===== config.mk =====
export PLATFORM = sky130hd
export DESIGN_NAME = fifo_skew_scheduler
export DESIGN_NICKNAME = d
export VERILOG_FILES = /design/src/rtl/sched_pkg.sv /design/src/rtl/fifo_skew_scheduler.sv
export SDC_FILE = /design/constraint.sdc
export NUM_CORES = 1
export LEC_CHECK = 0
export ABC_AREA = 1
export ABC_CLOCK_PERIOD_IN_PS = 9300
export CORE_ASPECT_RATIO = 0.7
export CORE_MARGIN = 5
export CORE_UTILIZATION = 25
export CTS_CLUSTER_DIAMETER = 80
export CTS_CLUSTER_SIZE = 24
export DETAILED_ROUTE_END_ITERATION = 10
export PLACE_DENSITY_LB_ADDON = 0.08
export SLEW_MARGIN = 20
export SYNTH_ARGS = -nofsm -noshare
export SYNTH_HDL_FRONTEND = slang
export SYNTH_SLANG_ARGS = --single-unit

===== constraint.sdc =====
create_clock -name clk -period 9.3 [get_ports clk]
set_input_delay 1.395 -clock clk [delete_from_list [all_inputs] [get_ports clk]]
set_output_delay 1.395 -clock clk [all_outputs]
set_load 0.02 [all_outputs]

===== src/rtl/sched_pkg.sv =====
// Shared types for the row-FIFO skew scheduler.
// Latency: n/a (types only).
// Backpressure: n/a (types only).
package sched_pkg;

    typedef enum logic [1:0] {
        S_IDLE  = 2'd0,
        S_RUN   = 2'd1,
        S_FLUSH = 2'd2,
        S_DONE  = 2'd3
    } sched_state_t;

endpackage


===== src/rtl/fifo_skew_scheduler.sv =====
// Diagonal-skew read controller for ROWS row FIFOs feeding the systolic array.
// Latency: r_en combinational; row_valid/arr_en one cycle after r_en (registered FIFO read).
// Backpressure: any empty FIFO on a due row stalls the whole wavefront; step and r_en hold.
module fifo_skew_scheduler
    import sched_pkg::*;
#(
    parameter int ROWS  = 4,
    parameter int LEN_W = 8
) (
    input  logic             clk,
    input  logic             rstn,
    input  logic             start,
    input  logic [LEN_W-1:0] len,
    input  logic             abort,
    input  logic [ROWS-1:0]  fifo_empty,
    output logic [ROWS-1:0]  fifo_r_en,
    output logic [ROWS-1:0]  row_valid,
    output logic             arr_en,
    output logic             busy,
    output logic             done
);

    // Wide enough for len_q + ROWS - 1 without wrap.
    localparam int SW = LEN_W + $clog2(ROWS) + 1;

    sched_state_t     state, state_d;
    logic [SW-1:0]    step;
    logic [LEN_W-1:0] len_q;
    logic [SW-1:0]    last_step;
    logic [ROWS-1:0]  due;
    logic             stall_hit;
    logic             advance;
    logic             abort_hit;

    // Row i reads during the window i <= step < i + len_q.
    genvar gi;
    generate
        for (gi = 0; gi < ROWS; gi++) begin : g_due
            assign due[gi] = (step >= SW'(gi)) && (step < (SW'(gi) + SW'(len_q)));
        end
    endgenerate

    assign last_step = SW'(len_q) + SW'(ROWS - 2);
    assign stall_hit = |(due & fifo_empty);
    assign advance   = (state == S_RUN) && !stall_hit;
    assign fifo_r_en = advance ? due : '0;
    assign abort_hit = abort && ((state == S_RUN) || (state == S_FLUSH));
    assign busy      = (state != S_IDLE);
    assign done      = (state == S_DONE);

    // Next-state decode; start is only honoured in IDLE, abort only in RUN/FLUSH.
    always_comb begin
        state_d = state;
        case (state)
            S_IDLE: begin
                if (start) state_d = (len != '0) ? S_RUN : S_DONE;
            end
            S_RUN: begin
                if (abort)                                state_d = S_IDLE;
                else if (advance && (step == last_step))  state_d = S_FLUSH;
            end
            S_FLUSH: state_d = abort ? S_IDLE : S_DONE;
            S_DONE:  state_d = S_IDLE;
            default: state_d = S_IDLE;
        endcase
    end

    // State, step counter, latched length and the one-cycle-delayed valids.
    always_ff @(posedge clk) begin
        if (!rstn) begin
            state     <= S_IDLE;
            step      <= '0;
            len_q     <= '0;
            row_valid <= '0;
            arr_en    <= 1'b0;
        end else begin
            state <= state_d;
            if (state == S_IDLE) begin
                step <= '0;
                if (start) len_q <= len;
            end else if (advance) begin
                step <= step + 1'b1;
            end
            row_valid <= abort_hit ? '0 : fifo_r_en;
            arr_en    <= abort_hit ? 1'b0 : advance;
        end
    end

endmodule


==> impl_metrics.csv, run 1 <==
group,metric,value,unit
status,outcome,"finished clean",
synth,async_flop_share,0,
floorplan,i_o_pin_total,27,
worst_setup_path,category_of_the_worst_setup_path_launch_point,"flip-flop",
synth,yosys-top-cells-area,"ha_1, dfxtp_1, nand2_1",
worst_setup_path,crit_path_max_incr_delay,620,ps
min_path,worst_hold_path.num_cells,2,
drt,drt-vias-per-instance,4.555,
synth,synth.most_common_cell,"nand2_1",
cells_and_area,layout.cell_area.non_filler,2888,sq um
timing,setup_repair_after_global_routing_missed_its_margin,"false",
timing,fin_crit_sh,0.5746,
synth,synth_edf_count,0,
synth,synth-compound-area-share,0.1155,
synth,dominantRegCellSynth,"dfxtp_1",
global_routing,grt_total_ovfl,0,
floorplan,die-width,127.0,um
synth,synthesis.area_per_instance,6.898,sq um
global_routing,total_grt_usage,0.1290,
floorplan,floorplan.die.height,91.87,um
worst_setup_path,critical_path.cell_chain,"clkinv_1, ha_1, nor4_1, xor2_1, ha_1, nand2_1, or2_2, nand3_1, nand2_1, nand3_2, nand2_2, nor2_4, inv_2, nor2_1, clkdlybuf4s50_1",
global_routing,first_global_vias,2286,
timing,timing.max_slew.rel_slack,0.6600,
clock_network,clk_pin_slew,70,ps
clock_network,cts.repair_timing.setup_buffer_count,0,
clock_network,ctsHtreeMaxLevel,1,
timing,count_of_final_setup_violators,0,
clock_network,clock_tree_from_tritoncts,"built",
synth,synthesis.area,2394,sq um
pwr,powerDensity,169.8,nW/um^2
synth,synth_simple_gate_area_share,0.2922,
cells_and_area,area_growth_syn_to_layout,20.65,%
drt,wl_per_cell,14.64,um
floorplan,initial_utilization,0.2597,
timing,final_hold_viol_count,0,
global_routing,grt_antenna_before_repair,0,
worst_setup_path,worstRegToRegCells,15,
pwr,vdd_ir_max,81.06,uV
synth,synth_top_family_by_area,"simple AND/OR/NAND/NOR gates",
clock_network,clock_sink_count,26,
synth,yosysTopAreaCell,"ha_1",
synth,synth_seq_area_share,0.2175,
placement,dpl.hpwl,5900,um
synth,number_of_register_bits_inferred_by_synthesis,26,
clock_network,clockRootBuffer,"clkbuf_16",
timing,fin_worst_skew,2.565,ps
synth,yosysWarnings,0,
clock_network,number_of_gates_resized_after_cts,0,
placement,dpl_cell_area,2783,sq um
clock_network,clk_path_buf_depth,2,
synth,synth_mux_area_frac,0,
synth,synth_cell_types,26,
synth,yosys.area_share.xor_xnor,0.06952,
worst_setup_path,worst_ep_required_time,7910,ps
global_routing,grt_max_degree,17,
worst_setup_path,worstPathMaxFanout,14,
drt,postRouteAntennaNets,0,
worst_setup_path,critical_path_arrival,3950,ps
pwr,leakage,0.001267,uW
worst_setup_path,cp_slowest_cell,"clkdlybuf4s50_1",
job,max_cap_viol_count,0,
synth,syn-instance-count,347,
drt,drt_wl_total,7278,um
synth,post-synth-top-area-fraction,0.2300,
worst_setup_path,cp-end-kind,"output pin",
drt,drt_iter0_markers,90,
clock_network,worst_skew_pair.late_latency,270,ps
floorplan,core.rowCount,29,
synth,synth_common_cells,"nand2_1, ha_1, inv_1",
clock_network,inserted_clock_buffers,3,
timing,actual_transition_at_the_worst_max_transition_pin,509.4,ps
min_path,hp-class,"flip-flop to flip-flop",
drt,detail_route.first_pass.iterations,4,
timing,final_max_slew_viol_count,0,
placement,place.port_buffers,26,
synth,adder_cell_area_share_of_the_yosys_netlist,0.2300,
cells_and_area,fin_nets,434,
floorplan,design.die.area,11660,sq um
timing,setup-tns-final,0,ps
cells_and_area,post_route_cells_drive_above_1_share,0.04021,
timing,max_clk_rate,0.1871,GHz
clock_network,holdBufCountCts,0,
worst_setup_path,criticalPathCategory,"flip-flop to output pin",
timing,min_period,5344,ps
global_routing,grt_pass1_wl,12010,um
synth,synthesis.nets,407,
placement,gp_congestion,0.8148,
cells_and_area,count_of_antenna_diodes_in_the_layout,0,
drt,routed_vias,2264,
drt,drt_drc_violations_left,0,
floorplan,core_area,9216,sq um
## worst paths after layout
check | start | to | slack (ps)
worst max-delay path | len_q[0]$_SDFFE_PN0P_ | fifo_r_en[1] | 3960
worst min-delay path | step[9]$_SDFFE_PP0N_ | step[9]$_SDFFE_PP0N_ | 530
worst max register to register | len_q[0]$_SDFFE_PN0P_ | step[2]$_SDFFE_PP0N_ | 5990
worst min register to register | step[9]$_SDFFE_PP0N_ | step[9]$_SDFFE_PP0N_ | 530
## power breakdown
| part | switching [uW] | internal, uW | total [uW] |
|---|---|---|---|
| combinational | 138 | 78.9 | 217 |
| clock | 44.6 | 85.8 | 130 |
| sequential | 18.3 | 125 | 143 |
| total | 201 | 290 | 490 |
## layout make-up
cell class / count / area [sq um]
Fill cell: 1044 / 6329
Multi-Input combinational cell: 276 / 1693
Clock inverter: 1 / 30.03
Tap cell: 124 / 155.1
Sequential cell: 26 / 520.5
Inverter: 41 / 153.9
Timing Repair Buffer: 26 / 260.3
Clock buffer: 3 / 75.07
## critical path: cells and delay by family (launching register included)
| family | cells | cell delay (ps) |
|---|---|---|
| and+or+nand+nor | 9 | 1480 |
| buffers and inverters | 3 | 1070 |
| adders and majority gates | 2 | 620 |
| DFF | 1 | 400 |
| xor gates and xnor gates | 1 | 110 |
## kinds of logic (layout without fill, tap and decap cells)
group	count (synthesis)	count (layout)
simple gates	160	160
xor+xnor	19	19
buf+inv	45	71
fa+ha+maj	44	44
flops	26	26
compound gates	53	53
## through the flow
step           setup WS, ps    util  total power (uW)  hold slack [ps]  std cells
6_report               3956  0.3133             490.3            530.2        497
5_1_grt                3600  0.3133             537.6            561.8        497
4_1_cts                3930  0.3133             497.7            535.0        497
3_5_place_dp           4239  0.3019             362.7            523.2        493
3_3_place_gp           4312  0.3019             367.8            523.6        493
2_1_floorplan          5162       -             294.0            485.8        347
## registers in the layout, indices dropped and copies added (netlist names)
signal     count
arr_en         1
len_q          8
row_valid      4
state          2
step          11
## cells in the final DEF (no fill, tap or decap), types with 2 or more instances in the layout
master	instances
nor2_4	2
nor4_1	5
ha_1	44
clkinv_1	2
nand3_2	2
a21oi_1	35
clkdlybuf4s50_1	26
xnor2_1	3
nor3_1	16
a21oi_2	2
nand3_1	16
xor2_1	16
or2_2	3
dfxtp_1	26
nor2_1	34
inv_1	38
o21ai_0	14
nand4_1	2
clkbuf_16	3
nand2_1	78
## metal layers
layer | vias up | track usage | part of all wire
met5 | - | 0 | 0
met4 | 0 | 0.02768 | 0.010
met3 | 6 | 0.02613 | 0.067
met2 | 55 | 0.1888 | 0.39
met1 | 1006 | 0.1934 | 0.54
li1 | 1197 | - | -
No activity file was read; power rests on OpenSTA's default activity.
==> inputs of run 2 (changes only) <==
- ABC_CLOCK_PERIOD_IN_PS: 9300 -> 4600
- clock period: 9.3 -> 4.6 ns (I/O delays scaled with it)
==> run 2 against run 1 <==
Against the previous run: register-to-register slack lost 4600 ps; count of clock-buffer cells in the layout grew 1; setup slack lost 3700 ps; total power grew 93%; sequential power grew 100%; clock skew is essentially flat; core utilization shrank 0.095 points; non-clock buffer count grew 1; flip-flop and latch count is the same; routed wire length shrank 4.8%; combinational power grew 100%; via count shrank 1.4%.
==> impl_metrics.csv, run 2 (synthesized netlist as in run 1, its figures left out) <==
group,metric,value,unit
worst_setup_path,critical_path_arrival,3630,ps
clock_network,cts.repair_timing.setup_buffer_count,0,
drt,drt_iter0_markers,98,
cells_and_area,layout_common_cells,"nand2_1, ha_1, inv_1",
timing,final_hold_viol_count,0,
global_routing,total_grt_usage,0.1234,
placement,gp_congestion,0.8680,
min_path,hp-class,"flip-flop to flip-flop",
floorplan,core_area,9216,sq um
clock_network,holdBufCountCts,0,
drt,drt-vias-per-instance,4.484,
drt,postRouteAntennaNets,0,
min_path,worst_hold_path.num_cells,2,
cells_and_area,area_growth_syn_to_layout,20.28,%
floorplan,floorplan.die.height,91.87,um
worst_setup_path,worstPathMaxFanout,13,
pwr,p_sw_frac,0.4211,
pwr,power_frac_clock,0.233,
worst_setup_path,worst_r2r_setup_slack,1380,ps
clock_network,clockRootBuffer,"clkbuf_16",
floorplan,i_o_pin_total,27,
clock_network,worst_skew_pair.late_latency,260,ps
cells_and_area,mostFrequentLayoutCell,"nand2_1",
drt,drt_drc_violations_left,0,
timing,final_max_slew_viol_count,0,
global_routing,first_global_vias,2165,
floorplan,initial_utilization,0.2597,
floorplan,die-width,127.0,um
pwr,powerDensity,328.8,nW/um^2
global_routing,grt_pass1_wl,11610,um
global_routing,grt_max_degree,17,
drt,detail_route.first_pass.iterations,4,
cells_and_area,fillerInstances,1033,
global_routing,grt_total_ovfl,0,
timing,fin_worst_skew,2.711,ps
worst_setup_path,cp-end-kind,"output pin",
clock_network,clock_sink_count,26,
clock_network,clk_pin_slew,70,ps
placement,dp_worst_setup_slack,589.6,ps
status,outcome,"finished clean",
cells_and_area,count_of_antenna_diodes_in_the_layout,0,
timing,actual_transition_at_the_worst_max_transition_pin,505.4,ps
timing,min_period,4317,ps
floorplan,design.die.area,11660,sq um
clock_network,number_of_gates_resized_after_cts,0,
drt,routed_vias,2233,
cells_and_area,fin_nets,435,
cells_and_area,layout.area.seq,520.5,sq um
timing,setup-tns-final,0,ps
placement,place.port_buffers,26,
cells_and_area,number_of_flip_flops_in_the_largest_register,11,
worst_setup_path,worst_ep_required_time,3910,ps
min_path,hold_end,"step[9]$_SDFFE_PP0N_",
pwr,power.sequential.fraction,0.303,
pwr,share_comb_of_total_power,0.464,
placement,dpl.hpwl,5700,um
timing,count_of_final_setup_violators,0,
cells_and_area,reg_with_most_ffs,"step",
job,max_cap_viol_count,0,
drt,drt_wl_total,6926,um
clock_network,ctsHtreeMaxLevel,1,
global_routing,grt_antenna_before_repair,0,
timing,timing.max_slew.rel_slack,0.6626,
min_path,holdCritStartpoint,"step[9]$_SDFFE_PP0N_",
worst_setup_path,category_of_the_worst_setup_path_launch_point,"flip-flop",
timing,max_clk_rate,0.2317,GHz
clock_network,inserted_clock_buffers,3,
pwr,power_switching,398.6,uW
worst_setup_path,worstRegToRegCells,18,
pwr,vdd_ir_max,206.1,uV
cells_and_area,layout.core_utilization,0.3124,
timing,post-route-worst-setup-slack,283.3,ps
worst_setup_path,r2r_start,"len_q[0]$_SDFFE_PN0P_",
timing,setup_repair_after_global_routing_missed_its_margin,"false",
cells_and_area,multi_input_comb_area,1693,sq um
worst_setup_path,r2r-end,"state[1]$_SDFFE_PN0P_",
pwr,internal_power,547.9,uW
cells_and_area,post_route_cells_drive_above_1_share,0.04278,
timing,fin_crit_sh,0.9384,
clock_network,clk_path_buf_depth,2,
worst_setup_path,criticalPathCategory,"flip-flop to output pin",
cells_and_area,layout_top_registers,"step x11, len_q x8, row_valid x4",
floorplan,core.rowCount,29,
pwr,leakage,0.001266,uW
clock_network,clock_tree_from_tritoncts,"built",
drt,wl_per_cell,13.91,um
==> run 2: cell types whose count changed in the layout (fill, tap and decap cells not counted) <==
cell,previous run,this run
bufinv_16,1,0
clkbuf_8,0,1
buf_4,0,1
==> run 2: power by group through the flow <==
stage | logic (uW) | clock network, uW | registers [uW]
after floorplan | 308 | 0 | 286
after global placement | 453 | 0 | 294
after detailed placement | 442 | 0 | 293
after CTS | 444 | 226 | 288
after global routing | 503 | 231 | 292
final | 439 | 220 | 287
==> run 2: worst max-delay path: stages, from the launching register on <==
cell	delay (ps)
dfxtp_1	390
clkinv_1	260
ha_1	310
nor4_1	360
xor2_1	120
ha_1	310
nand2_1	60
or2_2	290
nand3_1	80
nand2_1	90
nand3_2	70
nand2_2	60
nor2_4	110
inv_2	120
nor2_1	120
clkdlybuf4s50_1	620
==> run 2: worst max path at each step <==
stage / from / endpoint / cells after the start
4_1_cts: len_q[0]$_SDFFE_PN0P_ / fifo_r_en[2] / 15
3_5_place_dp: len_q[0]$_SDFFE_PN0P_ / fifo_r_en[2] / 15
5_1_grt: len_q[0]$_SDFFE_PN0P_ / fifo_r_en[2] / 15
2_1_floorplan: len_q[0]$_SDFFE_PN0P_ / fifo_r_en[0] / 15
6_report: len_q[0]$_SDFFE_PN0P_ / fifo_r_en[2] / 15
3_3_place_gp: len_q[1]$_SDFFE_PN0P_ / fifo_r_en[0] / 16
==> run 2: per-layer routing <==
metal	vias up	GRT usage	routed length [um]
met2	50	0.1827	2696
met4	0	0.02054	78
li1	1202	-	-
met3	6	0.02207	291
met5	-	0	0
met1	975	0.1875	3859
==> run 2: metrics by stage <==
step / instances / total power, uW / hold WS (ps) / area (sq um)
finish: 498 / 946.5 / 516.1 / 2879
global placement: 494 / 746.8 / 507.9 / 2790
global route: 498 / 1027 / 545.3 / 2879
CTS: 498 / 957.9 / 518.0 / 2879
floorplan: 347 / 594.4 / 485.8 / 2394
detailed placement: 494 / 734.8 / 506.0 / 2790
==> run 2: layout make-up <==
cell class	count	share of cell area
Inverter	41	0.05346
Sequential cell	26	0.1808
Clock buffer	4	0.03086
Multi-Input combinational cell	276	0.5880
Tap cell	124	0.05389
Timing Repair Buffer	27	0.09300
